**src/rtl/gray_conv_scheduler.sv**
```systemverilog
// Round-robin sharing of one binary/gray converter between two requesters, registered result stage.
// Result valid 1 cycle after accept; out_ready low freezes the stage and deasserts both readies.
module gray_conv_scheduler #(
  parameter int WIDTH = 4,
  parameter int CNT_W = 16
) (
  input  logic             clk,
  input  logic             rst_n,
  input  logic             req0_valid,
  input  logic             req0_op,
  input  logic [WIDTH-1:0] req0_data,
  output logic             req0_ready,
  input  logic             req1_valid,
  input  logic             req1_op,
  input  logic [WIDTH-1:0] req1_data,
  output logic             req1_ready,
  output logic             out_valid,
  output logic [WIDTH-1:0] out_data,
  output logic             out_id,
  output logic             out_op,
  input  logic             out_ready,
  output logic [CNT_W-1:0] done_count
);

  localparam logic ST_EMPTY = 1'b0;
  localparam logic ST_FULL  = 1'b1;

  logic             state;
  logic             last_grant;
  logic             load_en;
  logic             grant0;
  logic             grant1;
  logic             sel_op;
  logic [WIDTH-1:0] sel_data;
  logic [WIDTH-1:0] conv_data;

  function automatic logic [WIDTH-1:0] bin2gray(input logic [WIDTH-1:0] d);
    return d ^ (d >> 1);
  endfunction

  function automatic logic [WIDTH-1:0] gray2bin(input logic [WIDTH-1:0] d);
    logic [WIDTH-1:0] b;
    b = '0;
    b[WIDTH-1] = d[WIDTH-1];
    for (int i = WIDTH-2; i >= 0; i--) begin
      b[i] = b[i+1] ^ d[i];
    end
    return b;
  endfunction

  assign out_valid = (state == ST_FULL);
  assign load_en   = !out_valid | out_ready;

  // On contention the requester not served last wins; last_grant resets to 1 so req0 wins first.
  always_comb begin
    grant0 = 1'b0;
    grant1 = 1'b0;
    if (load_en) begin
      if (req0_valid && req1_valid) begin
        grant0 = last_grant;
        grant1 = !last_grant;
      end else begin
        grant0 = req0_valid;
        grant1 = req1_valid;
      end
    end
  end

  assign req0_ready = rst_n & grant0;
  assign req1_ready = rst_n & grant1;

  assign sel_op    = grant1 ? req1_op   : req0_op;
  assign sel_data  = grant1 ? req1_data : req0_data;
  assign conv_data = sel_op ? gray2bin(sel_data) : bin2gray(sel_data);

  always_ff @(posedge clk or negedge rst_n) begin
    if (!rst_n) begin
      state      <= ST_EMPTY;
      out_data   <= '0;
      out_id     <= 1'b0;
      out_op     <= 1'b0;
      last_grant <= 1'b1;
      done_count <= '0;
    end else begin
      if (out_valid && out_ready) begin
        done_count <= done_count + CNT_W'(1);
      end
      if (grant0 || grant1) begin
        state      <= ST_FULL;
        out_data   <= conv_data;
        out_id     <= grant1;
        out_op     <= sel_op;
        last_grant <= grant1;
      end else if (out_ready) begin
        state <= ST_EMPTY;
      end
    end
  end

endmodule

```
**config.mk**
```make
export PLATFORM = sky130hd
export DESIGN_NAME = gray_conv_scheduler
export DESIGN_NICKNAME = d
export VERILOG_FILES = /design/src/rtl/gray_conv_scheduler.sv
export SDC_FILE = /design/constraint.sdc
export NUM_CORES = 1
export LEC_CHECK = 0
export BUFFER_PORTS_ARGS = -buffer_cell sky130_fd_sc_hd__buf_2
export CORE_ASPECT_RATIO = 1.75
export CORE_MARGIN = 8
export CORE_UTILIZATION = 44
export DETAILED_ROUTE_END_ITERATION = 12
export PLACE_DENSITY_LB_ADDON = 0.15
export SKIP_LAST_GASP = 1
export SYNTH_ARGS = -nofsm -noshare
export SYNTH_HDL_FRONTEND = slang
export SYNTH_SLANG_ARGS = --single-unit
```
**constraint.sdc**
```tcl
create_clock -name clk -period 1.5 [get_ports clk]
set_clock_uncertainty 0.2 [all_clocks]
set_input_delay 0.45 -clock clk [delete_from_list [all_inputs] [get_ports clk]]
set_output_delay 0.45 -clock clk [all_outputs]
set_load 0.1 [all_outputs]
```
==> results.py, run 1 <==
metrics = {
    "yosys": {
        "synthMuxAreaShare_pct": 3.58,
        "seq_area_frac_synth_pct": 52.2,
        "synth_top_family_by_area": "simple AND/OR/NAND/NOR gates",
        "netlist_area_um2": 1150,
        "syn-instance-count": 110,
        "synth_area_per_cell_um2": 10.5,
        "synth_compound_area_share_pct": 4.23,
        "synth-simple-area-share_pct": 19.0,
        "synth-xor-area-share_pct": 18.2,
        "synth_seq_cells": 24,
        "yosysWarningCount": 0,
        "synth_adder_area_share_pct": 1.09,
        "ys_types": 24,
        "syn-num-nets": 126,
    },
    "floorplan": {
        "io_pins": 40,
        "die_y_um": 83.7,
        "row_count": 24,
        "start_util_pct": 46.2,
        "fp.dieW_um": 54.7,
    },
    "placement": {
        "hpwl_mm": 2.69,
        "gp_congestion": 0.733,
        "pre_cts_ws_ns": -0.343,
        "io_buffers": 39,
    },
    "status": {
        "status": "aborted with a tool error",
        "haltStage": "global routing",
        "tool.error": "[ERROR DPL-0038] Utilization greater than 100%, impossible to legalize",
    },
    "clock_tree": {
        "clock_sinks": 24,
        "clockRootBuffer": "clkbuf_8",
        "cts_made_buffers": 3,
        "clockBufferDepth": 2,
        "cts_max_level": 1,
    },
    "sta": {
        "postGrtWorstEndpoint": "req1_ready",
        "worst-ep-kind": "top-level output",
    },
    "global_routing": {
        "grt_max_degree": 23,
    },
}
cell families after synthesis:
kind of cell / Yosys count
fa+ha+maj: 1
buf+inv: 5
compound gates: 9
simple gates: 43
flops: 24
xor+xnor: 24
mux: 4
synth_stat cells, drive strengths merged:
| cell | n | area [µm²] |
|---|---|---|
| inv | 4 | 15.0 |
| nor3 | 2 | 10.0 |
| mux2i | 3 | 30.0 |
| and2 | 1 | 6.26 |
| nand4 | 3 | 18.8 |
| nor2 | 2 | 7.51 |
| xnor2 | 16 | 140 |
| dfrtp | 23 | 576 |
| ha | 1 | 12.5 |
| xor2 | 8 | 70.1 |
| mux2 | 1 | 11.3 |
| nand2 | 18 | 67.6 |
| a21oi | 1 | 5.00 |
| nor4 | 3 | 31.3 |
| nand3b | 1 | 7.51 |
| and3 | 3 | 18.8 |
| nand3 | 9 | 45.0 |
| nand2b | 1 | 6.26 |
| o311ai | 1 | 8.76 |
| clkbuf | 1 | 3.75 |
| dfstp | 1 | 26.3 |
| o21ai | 7 | 35.0 |
per-stage QoR:
stage          hold slack [ns]  cells  cell area, µm²
2_1_floorplan          -0.0456    110            1310
3_3_place_gp             0.204    196            2090
3_5_place_dp             0.213    196            2090
4_1_cts                 0.0155    223            2400
repair_timing:
item                       CTS
setup endpoints to repair   42
hold buffers                 1
buffers inserted            21
gates resized for setup     17
pin swaps                   10
hold endpoints to repair     1
gates cloned                 1
==> run 2, diff against run 1 <==
--- a/config.mk
+++ b/config.mk
@@ -6,9 +6,8 @@
 export NUM_CORES = 1
 export LEC_CHECK = 0
 export BUFFER_PORTS_ARGS = -buffer_cell sky130_fd_sc_hd__buf_2
-export CORE_ASPECT_RATIO = 1.75
 export CORE_MARGIN = 8
-export CORE_UTILIZATION = 44
+export CORE_UTILIZATION = 30
 export DETAILED_ROUTE_END_ITERATION = 12
 export PLACE_DENSITY_LB_ADDON = 0.15
 export SKIP_LAST_GASP = 1
==> constraint.sdc (replaced) <==
create_clock -name clk -period 1.95 [get_ports clk]
set_clock_uncertainty 0.2 [all_clocks]
set_input_delay 0.585 -clock clk [delete_from_list [all_inputs] [get_ports clk]]
set_output_delay 0.585 -clock clk [all_outputs]
set_load 0.1 [all_outputs]
==> run 2 against run 1 <==
Effect of this change:
- synthesized cell count unchanged
- synthesized area unchanged
- the flow now finishes, with violations (negative setup slack)
==> results.py, run 2 <==
metrics = {
    "route": {
        "drcViolationCount": 0,
        "wl_met1_mm": 1.22,
        "vias": 992,
        "wl_per_cell_um": 12.9,
        "viasPerCell": 4.59,
        "drt_iter0_markers": 39,
        "drt_pre_antenna_iters": 4,
        "routed_wl_mm": 2.79,
        "topRoutingLayerUsed": "met4",
        "wl_met2_mm": 1.34,
        "ant_nets": 0,
        "wl_met3_um": 208,
    },
    "yosys": {
        "synth_top_family_by_area": "simple AND/OR/NAND/NOR gates",
        "synth_common_cells": "dfrtp_1 (23), nand2_1 (18), xnor2_1 (16)",
        "synthMuxAreaShare_pct": 3.58,
        "synth-edff-count": 0,
        "yosysMostFrequentCell": "dfrtp_1",
        "synth_compound_area_share_pct": 4.23,
        "syn-num-nets": 126,
        "yosysWarningCount": 0,
        "synth_adder_area_share_pct": 1.09,
        "syn-instance-count": 110,
        "yosys.area.top_type": "dfrtp_1",
        "synth-xor-area-share_pct": 18.2,
        "synth-simple-area-share_pct": 19.0,
        "ys_types": 24,
        "synth.area.top_cells": "dfrtp_1 (50%), xnor2_1 (12%), xor2_1 (6.1%), nand2_1 (5.9%), nand3_1 (3.9%)",
        "synth_top_flop_cell": "dfrtp_1",
        "seq_area_frac_synth_pct": 52.2,
        "netlist_area_um2": 1150,
        "synth_seq_cells": 24,
        "synth_top_cell_area_share_pct": 49.9,
        "async_flop_share_pct": 100,
        "synth_area_per_cell_um2": 10.5,
    },
    "sta": {
        "fin_ws_ns": -0.184,
        "finalCriticalPeriod_ns": 2.13,
        "max_freq_mhz": 469,
        "finalHoldViolations": 0,
        "slew_violations": 0,
        "worst_slew_pin_slew_ns": 0.491,
        "max_slew_margin_pct": 67.5,
        "setup_viol": 2,
        "finalSetupTns_ns": -0.276,
        "rsz0062_at_grt": "yes",
        "finalCritPeriodShare_pct": 109,
    },
    "status": {
        "status": "finished with violations",
        "violations": "negative setup slack",
    },
    "pwr": {
        "leakage_uw": 0.000881,
        "peakVddDrop_uv": 1200,
        "powerDensity_nw_per_um2": 1320,
    },
    "finish": {
        "stdcell_area_um2": 1850,
        "antenna_cells": 0,
        "final_layout_size_suffix_gt1_share_pct": 48.2,
        "top_register": "done_count",
        "syn_to_final_growth_pct": 60.9,
        "final_cell_mix": "buf_2 (26), nand2_1 (17), xnor2_1 (16), buf_4 (16), dfrtp_1 (12)",
        "largest_reg_flops": 16,
        "layout_commonest_cell": "buf_2",
        "final_nets": 185,
        "largest_registers": "done_count (16), out_data (4)",
    },
    "global_routing": {
        "grt_max_degree": 25,
        "gr-total-overflow": 0,
        "grt_pass1_vias": 1077,
        "grt_util_all_layers_pct": 9.40,
        "antenna_found_initial": 0,
        "grt_pass1_wl_mm": 4.79,
    },
    "placement": {
        "gp_congestion": 0.734,
        "io_buffers": 39,
        "dpl_cell_area_um2": 1720,
        "hpwl_mm": 2.22,
    },
    "floorplan": {
        "die_y_um": 78.0,
        "io_pins": 40,
        "coreArea_um2": 3690,
        "row_count": 22,
        "start_util_pct": 31.2,
        "dieArea_um2": 6080,
        "fp.dieW_um": 78.0,
    },
    "clock_tree": {
        "cts_max_level": 1,
        "clk_pin_slew_worst_paths_ns": 0.09,
        "clkLatencyLatePin_ns": 0.26,
        "clockBufferDepth": 2,
        "cts_tree": "done",
        "clock_sinks": 24,
        "hold_buffers": 0,
        "cts_made_buffers": 3,
        "clockRootBuffer": "clkbuf_8",
    },
    "critical_path": {
        "arrival_ns": 1.35,
        "path_class": "reg2out",
        "cp-end-kind": "primary output",
        "cp_max_fo": 3,
        "startpoint_type": "register",
        "cp.required_ns": 1.16,
    },
    "run": {
        "drv_cap": 0,
    },
    "hold_path": {
        "hold_class": "in2async",
    },
}
[run 2: final timing paths]
| path | from | endpoint | slack (ns) | cells after the start |
|---|---|---|---|---|
| setup / recovery | last_grant$_DFFE_PN1P_ | req1_ready | -0.18 | 4 |
| hold / removal | rst_n | done_count[6]$_DFFE_PN0P_ | 0.18 | 2 |
| setup reg to reg | out_valid$_DFFE_PN0P_ | done_count[15]$_DFFE_PN0P_ | 0.16 | 5 |
| hold reg to reg | last_grant$_DFFE_PN1P_ | last_grant$_DFFE_PN1P_ | 0.28 | 2 |
| max in group asynchronous | rst_n | last_grant$_DFFE_PN1P_ | 1.09 | 2 |
| min in group clk | last_grant$_DFFE_PN1P_ | last_grant$_DFFE_PN1P_ | 0.28 | 2 |
[run 2: metal layers]
metal | track usage [%] | up-vias
li1 | - | 487
met1 | 11.0 | 474
met2 | 15.5 | 27
met3 | 3.69 | 4
met4 | 2.78 | 0
met5 | 0 | -
[run 2: report_power, final]
part,switching (µW),internal [µW]
combinational,852,406
clock,157,274
sequential,128,632
total,1140,1310
[run 2: worst max-delay path, stage by stage (launching register included)]
cell,delay [ns]
dfstp_2,0.56
nand2_2,0.06
and3_4,0.16
and2_4,0.14
buf_12,0.16
[run 2: stage by stage]
stage          hold WS, ns  total power, µW  utilization (%)  setup WS [ns]  std cells
2_1_floorplan       0.0894             1560                -         -0.226        110
3_3_place_gp         0.258             2000             46.6         -0.161        207
3_5_place_dp         0.270             2010             46.6         -0.163        207
4_1_cts              0.194             2480             49.8         -0.193        216
5_1_grt              0.212             2540             50.3         -0.230        216
6_report             0.179             2450             50.3         -0.184        216
[run 2: cells by family after synthesis]
family | after synthesis
flip-flops | 24
AO/OA/AOI/OAI | 9
buffers and inverters | 5
adder cells (fa/ha/maj) | 1
multiplexers | 4
XOR/XNOR | 24
AND/OR/NAND/NOR | 43
[run 2: final cells by class]
| class | count | area (µm²) |
|---|---|---|
| Clock inverter | 1 | 30.0 |
| Inverter | 4 | 15.0 |
| Clock buffer | 3 | 41.3 |
| Timing Repair Buffer | 55 | 485 |
| Fill cell | 359 | 1830 |
| Multi-Input combinational cell | 81 | 587 |
| Tap cell | 48 | 60.1 |
| Sequential cell | 24 | 636 |
[run 2: what timing repair did]
action	CTS	global route
gates resized for setup	2	5
buffers inserted	5	1
endpoints found under the setup margin	2	8
pin swaps	2	2
endpoints found under the hold margin	0	0
Note: power is estimated with default switching activity, not from simulation.
